**config.mk**
```make
export PLATFORM = sky130hd
export DESIGN_NAME = swap_ctrl
export DESIGN_NICKNAME = d
export VERILOG_FILES = /design/src/rtl/swap_pkg.sv /design/src/rtl/swap_lease_timer.sv /design/src/rtl/swap_ctrl.sv
export SDC_FILE = /design/constraint.sdc
export NUM_CORES = 1
export LEC_CHECK = 0
export ABC_AREA = 0
export CAP_MARGIN = 10
export CORE_ASPECT_RATIO = 0.5
export CORE_MARGIN = 1.5
export CORE_UTILIZATION = 58
export CTS_CLUSTER_SIZE = 30
export DETAILED_ROUTE_END_ITERATION = 8
export GPL_ROUTABILITY_DRIVEN = 0
export GPL_TIMING_DRIVEN = 0
export PLACE_DENSITY = 0.84
export SLEW_MARGIN = 15
export SYNTH_ARGS = -nofsm -noshare
export SYNTH_HDL_FRONTEND = slang
export SYNTH_SLANG_ARGS = --single-unit
```
**constraint.sdc**
```tcl
create_clock -name clk -period 4.85 [get_ports clk]
set_clock_uncertainty 0.1 [all_clocks]
set_input_delay 0.97 -clock clk [delete_from_list [all_inputs] [get_ports clk]]
set_output_delay 0.97 -clock clk [all_outputs]
set_load 0.05 [all_outputs]
```
**src/rtl/swap_pkg.sv**
```systemverilog
// Shared types and default widths for the swap controller and its helpers.
package swap_pkg;

    localparam int SWAP_LOG_N_INIT = 2;
    localparam int SWAP_LEASE_W    = 16;

    typedef enum logic [1:0] {
        ST_IDLE    = 2'd0,
        ST_PENDING = 2'd1,
        ST_ACTIVE  = 2'd2,
        ST_REVERT  = 2'd3
    } swap_state_e;

    typedef struct packed {
        logic                       sel;
        logic [SWAP_LOG_N_INIT-1:0] source;
        logic [SWAP_LOG_N_INIT-1:0] target;
    } swap_entry_t;

endpackage

```
**src/rtl/swap_lease_timer.sv**
```systemverilog
// Loadable down-counter that flags the last cycle of a running lease.
// A load value of 0 leaves the counter parked at 0, so it never expires.
module swap_lease_timer #(
    parameter int W = 16
) (
    input  logic         clk,
    input  logic         rst_n,
    input  logic         load,
    input  logic [W-1:0] load_val,
    input  logic         en,
    output logic         expire
);

    logic [W-1:0] count;

    // Load takes priority; otherwise count down while enabled and not yet at 0.
    always_ff @(posedge clk or negedge rst_n) begin
        if (!rst_n) begin
            count <= '0;
        end else if (load) begin
            count <= load_val;
        end else if (en && (count != '0)) begin
            count <= count - 1'b1;
        end
    end

    assign expire = en && !load && (count == W'(1));

endmodule

```
**src/rtl/swap_ctrl.sv**
```systemverilog
// Swap controller: shadow bank written by software, applied atomically to the
// active bank only while the interconnect is idle, with optional lease revert.
module swap_ctrl
    import swap_pkg::*;
#(
    parameter int N_INIT_PORT = 8,
    parameter int LOG_N_INIT  = SWAP_LOG_N_INIT,
    parameter int PORT_W      = $clog2(N_INIT_PORT),
    parameter int LEASE_W     = SWAP_LEASE_W
) (
    input  logic                                   clk,
    input  logic                                   rst_n,
    input  logic                                   cfg_valid_i,
    output logic                                   cfg_ready_o,
    input  logic [PORT_W-1:0]                      cfg_port_i,
    input  logic                                   cfg_sel_i,
    input  logic [LOG_N_INIT-1:0]                  cfg_source_i,
    input  logic [LOG_N_INIT-1:0]                  cfg_target_i,
    input  logic                                   commit_i,
    input  logic                                   revert_i,
    input  logic [LEASE_W-1:0]                     lease_i,
    input  logic                                   idle_i,
    output logic [N_INIT_PORT-1:0]                 select_o,
    output logic [N_INIT_PORT-1:0][LOG_N_INIT-1:0] source_o,
    output logic [N_INIT_PORT-1:0][LOG_N_INIT-1:0] target_o,
    output logic                                   swap_active_o,
    output logic                                   busy_o
);

    swap_state_e        state;
    swap_state_e        state_next;
    swap_entry_t        shadow [N_INIT_PORT];
    logic [LEASE_W-1:0] lease_q;
    logic               wr_accept;
    logic               take_commit;
    logic               apply;
    logic               clear;
    logic               expire;

    assign wr_accept   = cfg_valid_i && cfg_ready_o;
    assign take_commit = commit_i && ((state == ST_IDLE) || (state == ST_ACTIVE));

    // Next-state decision; a commit in ACTIVE outranks both revert and lease expiry.
    always_comb begin
        state_next = state;
        apply      = 1'b0;
        clear      = 1'b0;
        case (state)
            ST_IDLE: begin
                if (commit_i) state_next = ST_PENDING;
            end
            ST_PENDING: begin
                if (idle_i) begin
                    state_next = ST_ACTIVE;
                    apply      = 1'b1;
                end
            end
            ST_ACTIVE: begin
                if (commit_i) begin
                    state_next = ST_PENDING;
                end else if (revert_i || expire) begin
                    state_next = ST_REVERT;
                end
            end
            ST_REVERT: begin
                if (idle_i) begin
                    state_next = ST_IDLE;
                    clear      = 1'b1;
                end
            end
            default: state_next = ST_IDLE;
        endcase
    end

    // State register, registered status flags, lease latch and the active bank.
    always_ff @(posedge clk or negedge rst_n) begin
        if (!rst_n) begin
            state         <= ST_IDLE;
            lease_q       <= '0;
            select_o      <= '0;
            source_o      <= '0;
            target_o      <= '0;
            swap_active_o <= 1'b0;
            busy_o        <= 1'b0;
            cfg_ready_o   <= 1'b1;
        end else begin
            state         <= state_next;
            swap_active_o <= (state_next == ST_ACTIVE);
            busy_o        <= (state_next == ST_PENDING) || (state_next == ST_REVERT);
            cfg_ready_o   <= (state_next == ST_IDLE) || (state_next == ST_ACTIVE);
            if (take_commit) begin
                lease_q <= lease_i;
            end
            if (apply) begin
                for (int i = 0; i < N_INIT_PORT; i++) begin
                    select_o[i] <= shadow[i].sel;
                    source_o[i] <= shadow[i].source;
                    target_o[i] <= shadow[i].target;
                end
            end else if (clear) begin
                select_o <= '0;
                source_o <= '0;
                target_o <= '0;
            end
        end
    end

    // Shadow write decode; out-of-range indices match no entry and are dropped.
    always_ff @(posedge clk or negedge rst_n) begin
        if (!rst_n) begin
            for (int i = 0; i < N_INIT_PORT; i++) begin
                shadow[i] <= '0;
            end
        end else begin
            for (int i = 0; i < N_INIT_PORT; i++) begin
                if (wr_accept && (cfg_port_i == PORT_W'(i))) begin
                    shadow[i].sel    <= cfg_sel_i;
                    shadow[i].source <= cfg_source_i;
                    shadow[i].target <= cfg_target_i;
                end
            end
        end
    end

    swap_lease_timer #(
        .W (LEASE_W)
    ) u_lease_timer (
        .clk      (clk),
        .rst_n    (rst_n),
        .load     (apply),
        .load_val (lease_q),
        .en       (state == ST_ACTIVE),
        .expire   (expire)
    );

endmodule

```
==> results_dict.tcl, run 1 <==
set metrics [dict create \
    wl_per_cell_microns 17.75 \
    grtUsageMet1_pct 32.79 \
    multi_input_area_sq_um 1966 \
    path_max_fanout 3 \
    syn_nets 470 \
    seq_area_frac_synth_pct 58.55 \
    grt_setup_unrepaired "no" \
    maxSlewViolCount 0 \
    final.setup.worst_slack_ns 2.001 \
    finalCritPeriodShare_pct 58.75 \
    worst_pin_slew_ns 0.7105 \
    crit_buf_inv 1 \
    drc 0 \
    io_pins 73 \
    setup_viol 0 \
    worst-setup-path-type "reg -> out" \
    grt_pass1_vias 3667 \
    cts_tree "built" \
    cp_top_family "buffers and inverters" \
    cp_cell_sequence "clkdlybuf4s50_1" \
    ant_nets 0 \
    clk_latency_ns 0.42 \
    yosysUniqueCellTypes 47 \
    place_area_sq_um 5892 \
    die_h_microns 68.67 \
    layout_commonest_cell "dfrtp_1" \
    clock-sinks 117 \
    layout.nets 562 \
    start_kind "flop" \
    cap_violations 0 \
    hold_ws_ns 0.3324 \
    yosysWarnings 0 \
    die_w_microns 134.3 \
    cts_buffer_depth 2 \
    cts_root_buf "clkbuf_16" \
    cts_buffers 17 \
    start_util_pct 61.21 \
    vias 3714 \
    drive_gt1_share_pct 18.82 \
    synth_edf_count 0 \
    grt_overflow 0 \
    postLayoutCoreUtil_pct 79.44 \
    portBuffers 72 \
    rows 23 \
    hpwl_microns 7245 \
    ff_latch_area_sq_um 2929 \
    cellLeakagePower_nw 2.739 \
    finalHoldViolations 0 \
    cp_slowest_cell "clkdlybuf4s50_1" \
    cpPeakStageDelay_ns 0.80 \
    place_ws_ns 1.605 \
    final_cell_mix "116 x dfrtp_1, 71 x clkdlybuf4s50_1, 56 x nand2_1, 56 x mux2_2, 45 x o21ai_0" \
    synth_seq_cells 117 \
    grt_use_total_pct 27.10 \
    use_met2_pct 46.86 \
    power_density_nw_per_um2 700.7 \
    fin_crit_ns 2.849 \
    syn_inst 437 \
    first_pass_iters 5 \
    synth.avg_cell_area_sq_um 11.45 \
    core_sq_um 8173 \
    cts_htree_levels 4 \
    relSlewSlack_pct 52.46 \
    syn2layout_area_growth_pct 29.79 \
    async_flop_share_pct 100.0 \
    grt_use_met3_pct 7.968 \
    holdBufCountCts 0 \
    grt_max_degree 87 \
    synth_flop_cell "dfrtp_1" \
    fmax_mhz 351.0 \
    required_ns 3.78 \
    fill_cells 500 \
    path_clk_slew_ns 0.06 \
    synth_area_sq_um 5002 \
    antenna_found_initial 0 \
    hp-class "in -> async" \
    cp-end-kind "output port" \
    postLayoutCellArea_sq_um 6492 \
    worstPathArrival_ns 1.78 \
    grt_pass1_wl_microns 18240 \
    antennaDiodeCount 0 \
    post_cts_buffers 0 \
    first_iter_violations 280 \
    busiest_layer "met2" \
    status "complete, no violations" \
    via_per_inst 5.679 \
    wirelength_microns 11610 \
    fp.dieArea_sq_um 9225 \
    cts.repair.resized 0 \
    peakVddDrop_mv 0.3860 \
]
[final cells by class]
| type | count | share of cell area (%) |
|---|---|---|
| inverters | 4 | 0.2313 |
| plain buffers | 24 | 1.426 |
| multi-input cells | 292 | 30.28 |
| well taps | 112 | 2.158 |
| clock inverters | 13 | 2.274 |
| flip-flops and latches | 117 | 45.11 |
| clock buffers | 19 | 6.976 |
| repair buffers | 73 | 11.54 |
[where the power goes]
group | internal [mW] | leakage (nW) | switching [mW] | total, mW
combinational | 0.635 | 1.00 | 1.02 | 1.66
clock | 0.788 | 0.283 | 0.465 | 1.25
sequential | 1.37 | 1.45 | 0.269 | 1.64
total | 2.79 | 2.74 | 1.76 | 4.55
[kinds of logic (layout without fill, tap and decap cells)]
| group | after synthesis | in the layout | share of synthesized area [%] |
|---|---|---|---|
| compound gates | 73 | 73 | 9.030 |
| xor+xnor | 2 | 2 | 0.3502 |
| fa+ha+maj | 3 | 3 | 0.7505 |
| buf+inv | 28 | 133 | 2.151 |
| flops | 117 | 117 | 58.55 |
| mux | 56 | 56 | 12.61 |
| simple gates | 158 | 158 | 16.56 |
[Yosys cell counts (all sizes together), types with 2 or more instances]
cell type  count  area, sq um
a211o          3        26.28
a211oi         2        15.01
a21oi          2        10.01
a31oi          2        12.51
and2           2        12.51
buf            2        10.01
clkbuf        22        82.58
dfrtp        116         2903
ha             3        37.54
inv            4        15.01
mux2          56        630.6
nand2         57        221.5
nand2b        43        269.0
nand3          5        25.02
nand3b         3        22.52
nand4          3        18.77
nor2          21        78.83
nor2b          2        12.51
nor3           4        20.02
nor4           7        65.06
o211ai         3        22.52
o21a           2        15.01
o21ai         47        242.7
o311ai         2        17.52
or3            4        25.02
or4            4        33.78
[routing by layer]
metal / routed length, microns / part of all wire, % / up-vias
met4: 194 / 1.7 / 0
met1: 4986 / 43 / 1888
met3: 561 / 4.8 / 21
met5: 0 / 0 / -
met2: 5863 / 51 / 98
li1: - / - / 1707
[state kept, by name, summed over array words and instances, names as in the netlist]
register and flops:
state 2, lease_q 16, swap_active_o 1, shadow 40, busy_o 1, u_lease_timer.count 16, source_o 16, cfg_ready_o 1
target_o 16, select_o 8
[stage by stage]
stage | total power [mW] | cells | TNS, ns
after floorplan | 2.712 | 437 | 0
after global placement | 3.216 | 621 | -190.94
after detailed placement | 3.278 | 622 | 0
after CTS | 4.571 | 654 | 0
after global routing | 4.770 | 654 | 0
final | 4.549 | 654 | 0
[path summary, 6_finish.rpt]
check / startpoint / end / slack, ns / depth (start not counted)
max: cfg_ready_o / cfg_ready_o / 2.00 / 1
min: rst_n / shadow[17] / 0.33 / 1
max reg2reg: u_lease_timer.count[0] / u_lease_timer.count[9] / 2.23 / 7
min reg2reg: source_o[6] / source_o[6] / 0.38 / 2
max in group asynchronous: rst_n / cfg_ready_o / 3.59 / 2
min in group clk: source_o[6] / source_o[6] / 0.38 / 2
No activity file was read; power rests on OpenSTA's default activity.
==> inputs of run 2 (changes only) <==
--- a/config.mk
+++ b/config.mk
@@ -9,12 +9,12 @@
 export CAP_MARGIN = 10
 export CORE_ASPECT_RATIO = 0.5
 export CORE_MARGIN = 1.5
-export CORE_UTILIZATION = 58
+export CORE_UTILIZATION = 54
 export CTS_CLUSTER_SIZE = 30
 export DETAILED_ROUTE_END_ITERATION = 8
 export GPL_ROUTABILITY_DRIVEN = 0
 export GPL_TIMING_DRIVEN = 0
-export PLACE_DENSITY = 0.84
+export PLACE_DENSITY = 0.79
 export SLEW_MARGIN = 15
 export SYNTH_ARGS = -nofsm -noshare
 export SYNTH_HDL_FRONTEND = slang
==> constraint.sdc (replaced) <==
create_clock -name clk -period 2.9 [get_ports clk]
set_clock_uncertainty 0.1 [all_clocks]
set_input_delay 0.58 -clock clk [delete_from_list [all_inputs] [get_ports clk]]
set_output_delay 0.58 -clock clk [all_outputs]
set_load 0.05 [all_outputs]
==> results_dict.tcl, run 2 (synthesized netlist as in run 1, its figures left out) <==
set metrics [dict create \
    status "finished, violations left" \
    violations "DRC" \
    hpwl_microns 6996 \
    ant_nets 0 \
    postLayoutCellArea_sq_um 6526 \
    fin_crit_ns 2.616 \
    first_pass_iters 6 \
    hp-class "reg -> reg" \
    cts.repair.resized 0 \
    grt_pass1_wl_microns 18400 \
    start_kind "flop" \
    relSlewSlack_pct 53.90 \
    layout_commonest_cell "dfrtp_1" \
    cp-end-kind "flop" \
    setup_viol 0 \
    reg2reg_from "u_lease_timer.count[0]" \
    worst_pin_slew_ns 0.6890 \
    dp_cells 627 \
    cts_root_buf "clkbuf_16" \
    rrSetupSlack_ns 0.28 \
    maxSlewViolCount 0 \
    rr_endpoint "u_lease_timer.count[9]" \
    die_w_microns 139.1 \
    setup_tns_ns 0 \
    vias 3588 \
    cts_tree "built" \
    finalPower_mw 7.624 \
    wirelength_microns 10950 \
    required_ns 3.09 \
    final.setup.worst_slack_ns 0.2841 \
    ff2ff_path_depth 7 \
    fmax_mhz 382.3 \
    final_cell_mix "116 x dfrtp_1, 71 x clkdlybuf4s50_1, 56 x nand2_1, 56 x mux2_2, 45 x o21ai_0" \
    first_iter_violations 191 \
    peakVddDrop_mv 0.5555 \
    final_cells 659 \
    place_area_sq_um 5898 \
    drc 4 \
    cp_slowest_cell "or4b_2" \
    worst-setup-path-type "reg -> reg" \
    drive_gt1_share_pct 18.63 \
    grt_pass1_vias 3694 \
    start_util_pct 56.47 \
    fp.dieArea_sq_um 9885 \
    core_sq_um 8859 \
    cp_cell_sequence "inv_1, ha_1, or4b_2, or4_4, nand2_4, o21ai_2, a221o_1" \
    clk_latency_ns 0.42 \
    die_h_microns 71.06 \
    io_pins 73 \
    grt_overflow 0 \
    power_density_nw_per_um2 1168 \
    path_clk_slew_ns 0.05 \
    clock-sinks 117 \
    cpPeakStageDelay_ns 0.65 \
    cap_violations 0 \
    fill_cells 600 \
    antenna_found_initial 0 \
    crit_start "u_lease_timer.count[0]" \
    largest_register_ff_count 40 \
    hold_ws_ns 0.3776 \
    largest-register "shadow" \
    cts_buffer_depth 2 \
    place_ws_ns 0.04879 \
    cts_htree_levels 4 \
    cellLeakagePower_nw 2.751 \
    via_per_inst 5.445 \
    finalHoldViolations 0 \
    layout.nets 563 \
    path_max_fanout 8 \
    grt_use_total_pct 24.71 \
    crit_path_end "u_lease_timer.count[9]" \
    grt_setup_unrepaired "no" \
    wl_per_cell_microns 16.61 \
    postLayoutCoreUtil_pct 73.67 \
    antennaDiodeCount 0 \
    syn2layout_area_growth_pct 30.47 \
    worstPathArrival_ns 2.81 \
    finalCritPeriodShare_pct 90.20 \
    cts_buffers 17 \
    portBuffers 72 \
    rows 24 \
    grt_max_degree 87 \
]
## run 2: cell types whose count changed in the layout (fill, tap and decap cells not counted), sizes merged
cell / before / now
bufinv: 2 / 3
inv: 7 / 4
clkbuf: 41 / 42
dlygate4sd3: 0 / 1
## run 2: area by class of cell
type                            instances  area (sq um)  share of cell area (%)
Sequential cell                       117          2929                   44.88
Multi-Input combinational cell        292          1966                   30.12
Timing Repair Buffer                   74         759.5                   11.64
Clock buffer                           20         466.7                   7.151
Clock inverter                         11         151.4                   2.320
Tap cell                              117         146.4                   2.243
Buffer                                 24         92.59                   1.419
Inverter                                4         15.01                  0.2301
## run 2: worst min-delay path by stage
stage / start / end / depth (start not counted) / slack [ns]
after floorplan: rst_n / busy_o / 0 / 0.18
after global placement: lease_q[4] / u_lease_timer.count[4] / 2 / 0.36
after detailed placement: target_o[10] / target_o[10] / 2 / 0.37
after CTS: target_o[3] / target_o[3] / 2 / 0.38
after global routing: target_o[3] / target_o[3] / 2 / 0.41
final: source_o[11] / source_o[11] / 2 / 0.38
## run 2: routing by layer
| metal | routed length, microns | vias to the layer above | part of all wire (%) | GRT usage, % |
|---|---|---|---|---|
| li1 | - | 1719 | - | - |
| met2 | 5343 | 65 | 49 | 40.89 |
| met5 | 0 | - | 0 | 0 |
| met4 | 106 | 0 | 0.97 | 8.629 |
| met1 | 5084 | 1792 | 46 | 31.70 |
| met3 | 412 | 12 | 3.8 | 7.177 |
## run 2: worst max-delay path: cells and delay by family, from the launching register on
| kind | cells | cell delay, ns |
|---|---|---|
| buffers and inverters | 1 | 0.12 |
| AND/OR/NAND/NOR | 3 | 1.29 |
| adder cells (fa/ha/maj) | 1 | 0.16 |
| flip-flops | 1 | 0.47 |
| AO/OA/AOI/OAI | 2 | 0.35 |
## run 2: power by group
| part | switching, mW | internal [mW] |
|---|---|---|
| Clock | 0.750 | 1.42 |
| Combinational | 1.67 | 1.06 |
| Sequential | 0.433 | 2.29 |
| Total | 2.86 | 4.77 |
## run 2: repair_timing
item	4_1_cts	5_1_grt
setup endpoints to repair	0	0
hold buffers	1	0
buffers inserted	0	0
hold endpoints to repair	31	0
==> inputs of run 3 (changes only) <==
--- a/config.mk
+++ b/config.mk
@@ -9,12 +9,12 @@
 export CAP_MARGIN = 10
 export CORE_ASPECT_RATIO = 0.5
 export CORE_MARGIN = 1.5
-export CORE_UTILIZATION = 54
+export CORE_UTILIZATION = 58
 export CTS_CLUSTER_SIZE = 30
 export DETAILED_ROUTE_END_ITERATION = 8
 export GPL_ROUTABILITY_DRIVEN = 0
 export GPL_TIMING_DRIVEN = 0
-export PLACE_DENSITY = 0.79
+export PLACE_DENSITY = 0.84
 export SLEW_MARGIN = 15
 export SYNTH_ARGS = -nofsm -noshare
 export SYNTH_HDL_FRONTEND = slang
==> constraint.sdc (replaced) <==
create_clock -name clk -period 3.19 [get_ports clk]
set_clock_uncertainty 0.1 [all_clocks]
set_input_delay 0.638 -clock clk [delete_from_list [all_inputs] [get_ports clk]]
set_output_delay 0.638 -clock clk [all_outputs]
set_load 0.05 [all_outputs]
==> results_dict.tcl, run 3 (synthesized netlist as in run 1, its figures left out) <==
set metrics [dict create \
    layout_commonest_cell "dfrtp_1" \
    path_max_fanout 8 \
    hold_ws_ns 0.3782 \
    cts_buffer_depth 2 \
    layout.nets 563 \
    ff_latch_area_sq_um 2929 \
    path_clk_slew_ns 0.06 \
    holdPathEnd "source_o[6]" \
    largest-register "shadow" \
    cp-end-kind "flop" \
    setup_tns_ns 0 \
    clock-sinks 117 \
    syn2layout_area_growth_pct 29.99 \
    first_pass_iters 4 \
    grt_setup_unrepaired "no" \
    postLayoutCoreUtil_pct 79.56 \
    setup_viol 0 \
    fin_crit_ns 2.617 \
    min_from "source_o[6]" \
    hpwl_microns 7245 \
    cts_tree "built" \
    final_cell_mix "116 x dfrtp_1, 71 x clkdlybuf4s50_1, 56 x nand2_1, 56 x mux2_2, 45 x o21ai_0" \
    wirelength_microns 11620 \
    final.setup.worst_slack_ns 0.5728 \
    die_w_microns 134.3 \
    cap_violations 0 \
    grt_pass1_wl_microns 18270 \
    finalHoldViolations 0 \
    die_h_microns 68.67 \
    vias 3698 \
    clk_latency_ns 0.41 \
    peakVddDrop_mv 0.5870 \
    antenna_found_initial 0 \
    grt_pass1_vias 3673 \
    fill_cells 500 \
    cts_htree_levels 4 \
    hp-class "reg -> reg" \
    antennaDiodeCount 0 \
    rr_endpoint "u_lease_timer.count[9]" \
    grt_overflow 0 \
    drive_gt1_share_pct 18.78 \
    io_pins 73 \
    largest_register_ff_count 40 \
    portBuffers 72 \
    start_kind "flop" \
    cts_root_buf "clkbuf_16" \
    cellLeakagePower_nw 2.743 \
    start_util_pct 61.21 \
    core_sq_um 8173 \
    maxSlewViolCount 0 \
    cts_buffers 17 \
    ff2ff_path_depth 7 \
    fp.dieArea_sq_um 9225 \
    ant_nets 0 \
    worst_pin_slew_ns 0.7065 \
    power_density_nw_per_um2 1064 \
    relSlewSlack_pct 52.73 \
    finalPower_mw 6.916 \
    rows 23 \
    rrSetupSlack_ns 0.57 \
    reg2reg_from "u_lease_timer.count[0]" \
    via_per_inst 5.646 \
    worst-setup-path-type "reg -> reg" \
    drc 0 \
    finalCritPeriodShare_pct 82.05 \
    grt_use_total_pct 27.17 \
    required_ns 3.38 \
    grt_max_degree 87 \
    wl_per_cell_microns 17.74 \
    first_iter_violations 296 \
    multi_input_area_sq_um 1966 \
    cts.repair.resized 0 \
    place_ws_ns 0.2775 \
    worstPathArrival_ns 2.81 \
    status "complete, no violations" \
    hold_depth 2 \
    fmax_mhz 382.1 \
]
[run 3: repair_timing]
item | 4_1_cts | 5_1_grt
hold endpoints to repair | 28 | 0
hold buffers | 1 | 0
setup buffers | 0 | 0
[run 3: area by class of cell]
type | instances | area share, %
Clock buffer | 19 | 6.966
Timing Repair Buffer | 74 | 11.68
Tap cell | 112 | 2.155
Buffer | 24 | 1.424
Sequential cell | 117 | 45.05
Inverter | 4 | 0.2309
Clock inverter | 13 | 2.271
Multi-Input combinational cell | 292 | 30.23
[run 3: worst max-delay path, cell delays in order (launching register included)]
cell     delay [ns]
dfrtp_1        0.47
inv_1          0.13
ha_1           0.16
or4b_2         0.66
or4_4          0.49
nand2_4        0.14
o21ai_2        0.06
a221o_1        0.30
[run 3: worst max path at each step]
stage	start	to	depth (start not counted)
2_1_floorplan	u_lease_timer.count[0]	u_lease_timer.count[9]	7
3_3_place_gp	rst_n	lease_q[4]	1
3_5_place_dp	commit_i	lease_q[11]	5
4_1_cts	u_lease_timer.count[0]	u_lease_timer.count[9]	7
5_1_grt	u_lease_timer.count[0]	u_lease_timer.count[9]	7
6_report	u_lease_timer.count[0]	u_lease_timer.count[9]	7
[run 3: metrics by stage]
stage | cell area, sq um | std cells
finish | 6502 | 655
global route | 6502 | 655
CTS | 6502 | 655
detailed placement | 5892 | 622
global placement | 5863 | 621
floorplan | 5002 | 437
[run 3: report_power, final]
part	total, mW	switching, mW	internal (mW)	leakage [nW]
Sequential	2.49	0.409	2.08	1.45
Clock	1.90	0.706	1.20	0.283
Combinational	2.52	1.55	0.967	1.01
Total	6.92	2.67	4.25	2.74
[run 3: routing by layer]
metal | global-route usage, % | up-vias | wire length (microns)
li1 | - | 1713 | -
met1 | 32.79 | 1868 | 4941
met2 | 47.12 | 100 | 5953
met3 | 7.968 | 17 | 559
met4 | 11.56 | 0 | 168
met5 | 0 | - | 0
